[src/rtl/puf_pkg.sv]
// Shared definitions for the PUF Hamming-distance scheduler.
package puf_pkg;

  localparam int unsigned RespW = 128;

  typedef enum logic [1:0] {IDLE, RUN, DRAIN, DONE} hd_state_t;

  function automatic int unsigned npair(int unsigned n);
    return n * (n - 1) / 2;
  endfunction

endpackage

[src/rtl/hd_popcount.sv]
// Two-stage XOR/popcount datapath: per-16-bit chunk counts, then a registered sum.
module hd_popcount #(
  parameter int unsigned RESP_W = 128,
  parameter int unsigned IDX_W  = 3,
  parameter int unsigned CNT_W  = $clog2(RESP_W + 1)
) (
  input  logic              clk,
  input  logic              rst_n,
  input  logic [RESP_W-1:0] a,
  input  logic [RESP_W-1:0] b,
  input  logic              in_valid,
  input  logic [IDX_W-1:0]  in_i,
  input  logic [IDX_W-1:0]  in_j,
  output logic [CNT_W-1:0]  hd,
  output logic              out_valid,
  output logic [IDX_W-1:0]  out_i,
  output logic [IDX_W-1:0]  out_j
);

  localparam int unsigned NChunk = (RESP_W + 15) / 16;
  localparam int unsigned PadW   = NChunk * 16;

  logic [PadW-1:0] diff;
  logic [4:0]      chunk_d [NChunk];
  logic [4:0]      chunk_q [NChunk];
  logic            v1_q;
  logic [IDX_W-1:0] i1_q, j1_q;
  logic [CNT_W-1:0] sum_d;

  always_comb begin
    diff = '0;
    diff[RESP_W-1:0] = a ^ b;
    for (int c = 0; c < NChunk; c++) begin
      chunk_d[c] = '0;
      for (int bit_idx = 0; bit_idx < 16; bit_idx++) begin
        chunk_d[c] = chunk_d[c] + 5'(diff[c*16+bit_idx]);
      end
    end
  end

  always_ff @(posedge clk or negedge rst_n) begin
    if (!rst_n) begin
      for (int c = 0; c < NChunk; c++) chunk_q[c] <= '0;
      v1_q <= 1'b0;
      i1_q <= '0;
      j1_q <= '0;
    end else begin
      for (int c = 0; c < NChunk; c++) chunk_q[c] <= chunk_d[c];
      v1_q <= in_valid;
      i1_q <= in_i;
      j1_q <= in_j;
    end
  end

  always_comb begin
    sum_d = '0;
    for (int c = 0; c < NChunk; c++) sum_d = sum_d + CNT_W'(chunk_q[c]);
  end

  always_ff @(posedge clk or negedge rst_n) begin
    if (!rst_n) begin
      hd        <= '0;
      out_valid <= 1'b0;
      out_i     <= '0;
      out_j     <= '0;
    end else begin
      hd        <= sum_d;
      out_valid <= v1_q;
      out_i     <= i1_q;
      out_j     <= j1_q;
    end
  end

endmodule

[src/rtl/puf_hd_scheduler.sv]
// Buffers a batch of PUF responses and streams the Hamming distance of every pair,
// accumulating sum/min/max statistics on-chip.
module puf_hd_scheduler
  import puf_pkg::*;
#(
  parameter int unsigned RESP_W = RespW,
  parameter int unsigned N_RESP = 8,
  parameter int unsigned CNT_W  = $clog2(RESP_W + 1),
  parameter int unsigned NPAIR  = npair(N_RESP),
  parameter int unsigned SUM_W  = $clog2(NPAIR * RESP_W + 1)
) (
  input  logic                      clk,
  input  logic                      rst_n,
  input  logic                      in_valid,
  input  logic [RESP_W-1:0]         in_data,
  output logic                      in_ready,
  input  logic                      start,
  output logic                      busy,
  output logic                      pair_valid,
  output logic [$clog2(N_RESP)-1:0] pair_i,
  output logic [$clog2(N_RESP)-1:0] pair_j,
  output logic [CNT_W-1:0]          pair_hd,
  output logic                      done,
  output logic [SUM_W-1:0]          hd_sum,
  output logic [CNT_W-1:0]          hd_min,
  output logic [CNT_W-1:0]          hd_max
);

  localparam int unsigned IDX_W = $clog2(N_RESP);
  localparam int unsigned PTR_W = $clog2(N_RESP + 1);
  localparam logic [PTR_W-1:0] PtrFull   = PTR_W'(N_RESP);
  localparam logic [IDX_W-1:0] IdxLast   = IDX_W'(N_RESP - 1);
  localparam logic [IDX_W-1:0] IdxPenult = IDX_W'(N_RESP - 2);

  hd_state_t        state_q, state_d;
  logic [PTR_W-1:0] wr_ptr_q;
  logic [IDX_W-1:0] idx_i_q, idx_i_d, idx_j_q, idx_j_d;
  logic             drain_q, drain_d;
  logic [RESP_W-1:0] resp_q [N_RESP];
  logic             wr_en, start_ok;

  assign in_ready = (state_q == IDLE) && (wr_ptr_q < PtrFull);
  assign busy     = (state_q != IDLE);
  assign done     = (state_q == DONE);
  assign wr_en    = in_valid && in_ready;
  assign start_ok = (state_q == IDLE) && start && (wr_ptr_q == PtrFull);

  always_comb begin
    state_d = state_q;
    idx_i_d = idx_i_q;
    idx_j_d = idx_j_q;
    drain_d = drain_q;
    unique case (state_q)
      IDLE: begin
        if (start_ok) begin
          state_d = RUN;
          idx_i_d = '0;
          idx_j_d = IDX_W'(1);
        end
      end
      RUN: begin
        if (idx_i_q == IdxPenult && idx_j_q == IdxLast) begin
          state_d = DRAIN;
          drain_d = 1'b0;
        end else if (idx_j_q == IdxLast) begin
          idx_i_d = idx_i_q + IDX_W'(1);
          idx_j_d = idx_i_q + IDX_W'(2);
        end else begin
          idx_j_d = idx_j_q + IDX_W'(1);
        end
      end
      // Two cycles lets the last issued pair leave the datapath.
      DRAIN: begin
        if (drain_q) state_d = DONE;
        else         drain_d = 1'b1;
      end
      DONE:    state_d = IDLE;
      default: state_d = IDLE;
    endcase
  end

  always_ff @(posedge clk or negedge rst_n) begin
    if (!rst_n) begin
      state_q  <= IDLE;
      wr_ptr_q <= '0;
      idx_i_q  <= '0;
      idx_j_q  <= '0;
      drain_q  <= 1'b0;
    end else begin
      state_q  <= state_d;
      idx_i_q  <= idx_i_d;
      idx_j_q  <= idx_j_d;
      drain_q  <= drain_d;
      if (state_q == DONE) wr_ptr_q <= '0;
      else if (wr_en)      wr_ptr_q <= wr_ptr_q + PTR_W'(1);
    end
  end

  // Response storage needs no reset: wr_ptr gates what is considered valid.
  always_ff @(posedge clk) begin
    if (wr_en) resp_q[wr_ptr_q[IDX_W-1:0]] <= in_data;
  end

  hd_popcount #(
    .RESP_W (RESP_W),
    .IDX_W  (IDX_W),
    .CNT_W  (CNT_W)
  ) u_popcount (
    .clk       (clk),
    .rst_n     (rst_n),
    .a         (resp_q[idx_i_q]),
    .b         (resp_q[idx_j_q]),
    .in_valid  (state_q == RUN),
    .in_i      (idx_i_q),
    .in_j      (idx_j_q),
    .hd        (pair_hd),
    .out_valid (pair_valid),
    .out_i     (pair_i),
    .out_j     (pair_j)
  );

  always_ff @(posedge clk or negedge rst_n) begin
    if (!rst_n) begin
      hd_sum <= '0;
      hd_min <= CNT_W'(RESP_W);
      hd_max <= '0;
    end else if (start_ok) begin
      hd_sum <= '0;
      hd_min <= CNT_W'(RESP_W);
      hd_max <= '0;
    end else if (pair_valid) begin
      hd_sum <= hd_sum + SUM_W'(pair_hd);
      if (pair_hd < hd_min) hd_min <= pair_hd;
      if (pair_hd > hd_max) hd_max <= pair_hd;
    end
  end

endmodule

[config.mk]
export PLATFORM = sky130hd
export DESIGN_NAME = puf_hd_scheduler
export DESIGN_NICKNAME = d
export VERILOG_FILES = /design/src/rtl/puf_pkg.sv /design/src/rtl/hd_popcount.sv /design/src/rtl/puf_hd_scheduler.sv
export SDC_FILE = /design/constraint.sdc
export NUM_CORES = 2
export LEC_CHECK = 0
export ABC_AREA = 0
export CAP_MARGIN = 5
export CELL_PAD_IN_SITES_DETAIL_PLACEMENT = 1
export CELL_PAD_IN_SITES_GLOBAL_PLACEMENT = 1
export CORE_MARGIN = 5
export CORE_UTILIZATION = 25
export CTS_BUF_LIST = sky130_fd_sc_hd__clkbuf_4 sky130_fd_sc_hd__clkbuf_8
export DETAILED_ROUTE_END_ITERATION = 12
export GPL_TIMING_DRIVEN = 0
export PLACE_DENSITY = 0.39
export SLEW_MARGIN = 40
export SYNTH_ARGS = -nofsm -noshare
export SYNTH_HDL_FRONTEND = slang
export SYNTH_SLANG_ARGS = --single-unit
export TNS_END_PERCENT = 10
[constraint.sdc]
create_clock -name clk -period 15.2 [get_ports clk]
set_input_delay 4.56 -clock clk [delete_from_list [all_inputs] [get_ports clk]]
set_output_delay 4.56 -clock clk [all_outputs]
set_load 0.05 [all_outputs]
# [Word level (Yosys, flattened, before mapping)]
# Memory sizes are Yosys's and may differ from the RTL's.
# Index checks and enable logic that the tools add are counted.
[classes] mux=26 n_reduce_logical=19 div=0 order_cmp=3 shift=0 multipliers=0 n_bitwise=1 addsub=132 n_eq_ne=11
[op_table] op="5-bit by 1-bit adder with 5-bit output" n=112
[op_table] op="128-bit XOR" n=1
[op_table] op="8-bit by 5-bit adder with 8-bit output" n=6
[op_table] op="8-bit two-way mux" n=6
[op_table] op="12-bit two-way mux" n=2
[op_table] op="3-bit two-way mux" n=6
[op_table] op="1-bit by 1-bit adder with 2-bit output" n=8
[op_table] op="2-bit nonzero test" n=7
[op_table] op="12-bit by 8-bit adder with 12-bit output" n=1
[op_table] op="3-bit one-hot mux with 2 select lines" n=2
[op_table] op="2-bit inequality test, second input constant" n=5
[op_table] op="8-bit greater-than comparator" n=1
[op_table] op="8-bit less-than comparator" n=1
[op_table] op="4-bit two-way mux" n=2
[op_table] op="2-bit one-hot mux with 4 select lines" n=1
[op_table] op="3-bit by 1-bit adder with 3-bit output, second input constant" n=2
[op_table] op="5-bit by 5-bit adder with 6-bit output" n=1
[op_table] op="3-bit equality test, second input constant" n=2
[op_table] op="2-bit two-way mux" n=3
[op_table] op="2-bit AND reduction" n=3
[op_table] op="3-bit AND reduction" n=2
[op_table] op="1-bit logical AND" n=5
[op_table] op="4-bit by 1-bit adder with 4-bit output, second input constant" n=1
[op_table] op="2-bit equality test, second input constant" n=2
[op_table] op="other kinds (8)" n=10
[word_totals] mem_bits_rw=1024 romBits=0 elab_cells=216 ff_bits=103 output_inout_bits=46 latch_bits=0 mem_count=1
[memory_table] name="resp_q" words=8 width=128 read_ports=2 rd_ports_with_merged_regs=0 write_ports=1 line="puf_hd_scheduler.sv:39" rtl="logic [RESP_W-1:0] resp_q [N_RESP];"

# [Depth between registers and ports, before layout]
# An unclocked memory read counts as a cell.
[depth] ltp_word=17 depth_mapped=19 ltp_nobuf=18

# [Modules after synthesis]
# A second synthesis with hierarchy kept.
[unflattened] cells_unflattened=2787 hier_area_um2=54955.2
[by_module_without_submodules] mod="puf_hd_scheduler" area_per_inst_um2=48536.6 instances=1 cells_each=2238
[by_module_without_submodules] mod="hd_popcount" area_per_inst_um2=6418.7 instances=1 cells_each=549

# [Least setup slack after synthesis]
# Ideal clock, no wire load.
[synth_timing] path_kind="input port to flip-flop" startpoint="in in_valid" endpoint="mem resp_q[0][0], enable pin" required_time_ps=14428 path_slack_ps=778 t_arrival_ps=13650 stages=4 n_path_buf=1 path_cell_list="and3b_1 > clkbuf_1 > nand2_1 > nor3_1"
[synth_between] elab_chain_cells=3
[synth_rtl] element="from (decl)" line="puf_hd_scheduler.sv:14" rtl="input logic in_valid,"
[synth_rtl] element="1-bit logical AND" line="puf_hd_scheduler.sv:45" rtl="assign wr_en = in_valid && in_ready;"
[synth_rtl] element="1-bit two-way mux" line="puf_hd_scheduler.sv:101" rtl="if (wr_en) resp_q[wr_ptr_q[IDX_W-1:0]] <= in_data;"
[synth_rtl] element="1-bit two-way mux (not written as such)" line="puf_hd_scheduler.sv:101"
[synth_rtl] element="to (decl)" line="puf_hd_scheduler.sv:39"
# No other way between the ends.

# [Final worst setup path]
[layout_timing] startpoint="reg state_q[0]" endpoint="out in_ready"
[layout_between] elab_chain_cells=2
[layout_rtl] element="from (decl)" line="puf_hd_scheduler.sv:35" rtl="hd_state_t state_q, state_d;"
[layout_rtl] element="from (signal assigned)" line="puf_hd_scheduler.sv:90" rtl="state_q <= state_d;"
[layout_rtl] element="2-bit logical NOT" line="puf_hd_scheduler.sv:42" rtl="assign in_ready = (state_q == IDLE) && (wr_ptr_q < PtrFull);"
[layout_rtl] element="1-bit logical AND" line="puf_hd_scheduler.sv:42"
[layout_rtl] element="to (decl)" line="puf_hd_scheduler.sv:16" rtl="output logic in_ready,"
# No other way between the ends.

==> results.md <==
* Post_cts resized at 0
* Reg2Reg Depth at 18
* WHS Endpoint: u_popcount.out_i[2]
* Synth Register Bits at between 1000 and 1500
* Fillers at about 22000
* DRC Markers at 0
* HP Start: u_popcount.i1_q[2]
* CTS sink cnt at between 1000 and 1500
* Die area at 0.229 mm²
* CTS tree: yes
* Final RePlAce weighted congestion at approximately 0.73
* Core area at between 0.2 and 0.25 mm²
* Period minus WS final at roughly 7.4 ns
* CTS Buf Count at roughly 220
* Initial antenna violation count at 41
* Final Hold Vio Count at 0
* Synth area leader: edfxtp_1
* Worst-path clk slew at ~0.070 ns
* Slew margin rel. at 0.373
* Outcome: completed
* Hold slack at ~0.34 ns
* Count of hold-fix buffers inserted at cts at 0
* Starting DRT DRC Count at roughly 1700
* Clock Tree Buf Depth at 3
* Worst min path class: flop to flop
* Syn nets at approximately 3100
* Yosys warnings at 0
* Largest net degree at the start of global routing at roughly 70
* Startpoint Class: flop
* Total gr overflow at 0
* Fin cells at about 6400
* Sequential share of the synthesized area at 0.606
* Top-count cell post-synth: edfxtp_1
* Synth top cells by count: edfxtp_1, mux4_2, mux2i_1, inv_1, xor2_1
* Number of global-route vias before repair at about 34000
* Worst Setup End Kind: output port
* Root buf cell: clkbuf_8
* Final net count at 3669
* Dpl cells at around 6000
* Largest cells by area after synthesis: edfxtp_1, mux4_2, mux2i_1
* Mapped cell area at about 0.055 mm²
* Share of layout cells above drive strength 1 at 0.335
* Synth Area per Inst at approximately 20 µm²
* Reg-to-reg endpoint: u_popcount.chunk_q[24]
* Layout overhead on the synthesized area at 22.1%
* Ys async rst share at 0.0914
* Crit path max fanout at 6
* CP startpoint: state_q[0]
* Crit Path Category: flop to output port
* Total wire length at about 190000 µm
* Total track usage at 0.162
* Worst-Skew Late Latency at between 0.9 and 1 ns
* R2r startpoint: idx_i_q[1]
* Post-Synthesis Cells at 2792
* Max-cap viol count at 0
* Area of the multi-input gates at 0.0203 mm²
* Fmax at between 100 and 150 MHz
* Clk_skew at around 0.057 ns
* First-pass GRT wire length at approximately 260000 µm
* Area share of the leading cell type in the synthesized netlist at 0.559
* Worst EP arrival at 2.86 ns
* Post-CTS setup buffers at 0
* Worst-Margin Slew at between 0.9 and 1 ns
* I/O Buffers at around 180
* Initial Utilization at 0.251
* Reg2reg setup slack at roughly 8.3 ns
* Hold Path Cell Cnt at 0
* Drt first pass iters at 6
* Number of enable flip-flop cells after synthesis at between 1000 and 1500
* Max-slew violations at 0
* Final Cycle Share at 0.488
* Vias per cell at between 4 and 5
* Die X at 479 µm
* I/O pin cnt at about 180
* Antenna-violating nets left at 0
* Most used DFF post-synth: edfxtp_1
* Yosys cell types at 40
* Via count at 29700
* Sequential cell area at 0.0333 mm²
* Final setup fails at 0
* Post-DP HPWL at ~130000 µm
* Htree depth at 4
* CP Data Required Time at 10.64 ns
* RSZ-0062 raised after global routing: no
* Cell row count at approximately 170
* DIE HEIGHT at ~480 µm
* Routed WL per cell at between 20 and 30 µm
==> cell type report <==
| type | instances | area share |
|---|---|---|
| sequential | 1127 | 0.496 |
| multi-input combinational | 1356 | 0.302 |
| timing repair buffer | 331 | 0.0607 |
| clock buffer | 297 | 0.0541 |
| tap | 2871 | 0.0535 |
| buffer | 154 | 0.0156 |
| clock inverter | 99 | 0.00874 |
| inverter | 155 | 0.00867 |
| antenna | 18 | 0.000671 |
==> through the flow <==
stage,cell area [µm²],worst slack [ns],TNS (ns),utilization
detailed placement,62900,7.02,0,0.287
global placement,60400,-15.61,-8476.06,0.275
finish,67100,7.78,0,0.306
CTS,67100,7.58,0,0.306
global route,67100,7.55,0,0.306
floorplan,55000,0.778,0,-
==> registers in the layout, summed over array words and instances, names as in the netlist, 4 cells and up <==
register,flops
hd_min,8
u_popcount.hd,8
resp_q,1024
u_popcount.chunk_q,40
hd_sum,12
hd_max,8
wr_ptr_q,4
==> worst max path at each step <==
stage | endpoint | slack [ns] | cells after the start
5_1_grt | in_ready | 7.55 | 5
3_3_place_gp | resp_q[0][63] | -15.61 | 5
2_1_floorplan | resp_q[0][0] | 0.78 | 4
3_5_place_dp | resp_q[1][26] | 7.02 | 13
6_report | in_ready | 7.78 | 5
4_1_cts | in_ready | 7.58 | 5
==> metal layers <==
layer | global-route usage | vias to the layer above | wire length [µm]
met5 | 0 | - | 137
li1 | - | 12500 | -
met2 | 0.274 | 659 | 92500
met3 | 0.0362 | 308 | 9560
met4 | 0.0542 | 22 | 5400
met1 | 0.207 | 16100 | 79300
==> worst max-delay path, cell delays in order (launching register included) <==
cell,delay [ns]
dfrtp_1,0.40
inv_1,0.13
ha_1,0.33
inv_1,0.10
nor2_1,0.12
clkdlybuf4s50_1,0.82
==> kinds of logic after synthesis <==
kind of cell / count (synthesis) / synth area share
compound gates: 108 / 0.0119
buf+inv: 309 / 0.0286
fa+ha+maj: 196 / 0.0589
mux: 782 / 0.259
xor+xnor: 165 / 0.0263
flops: 1127 / 0.606
simple gates: 105 / 0.00931
==> cell usage in the layout (no fill, tap or decap), drive strengths merged, types with 18 or more instances in the layout <==
cell type	instances
a21oi	38
buf	277
clkbuf	329
clkdlybuf4s50	176
clkinv	84
dfrtp	102
diode	18
edfxtp	1024
fa	105
ha	91
inv	163
mux2i	268
mux4	512
nand2	19
nor2	34
o21ai	26
xnor2	49
xor2	116
Power is left out: the tool's default activity adds up to more than one toggle a clock period on the data nets, which glitch-free logic cannot reach.
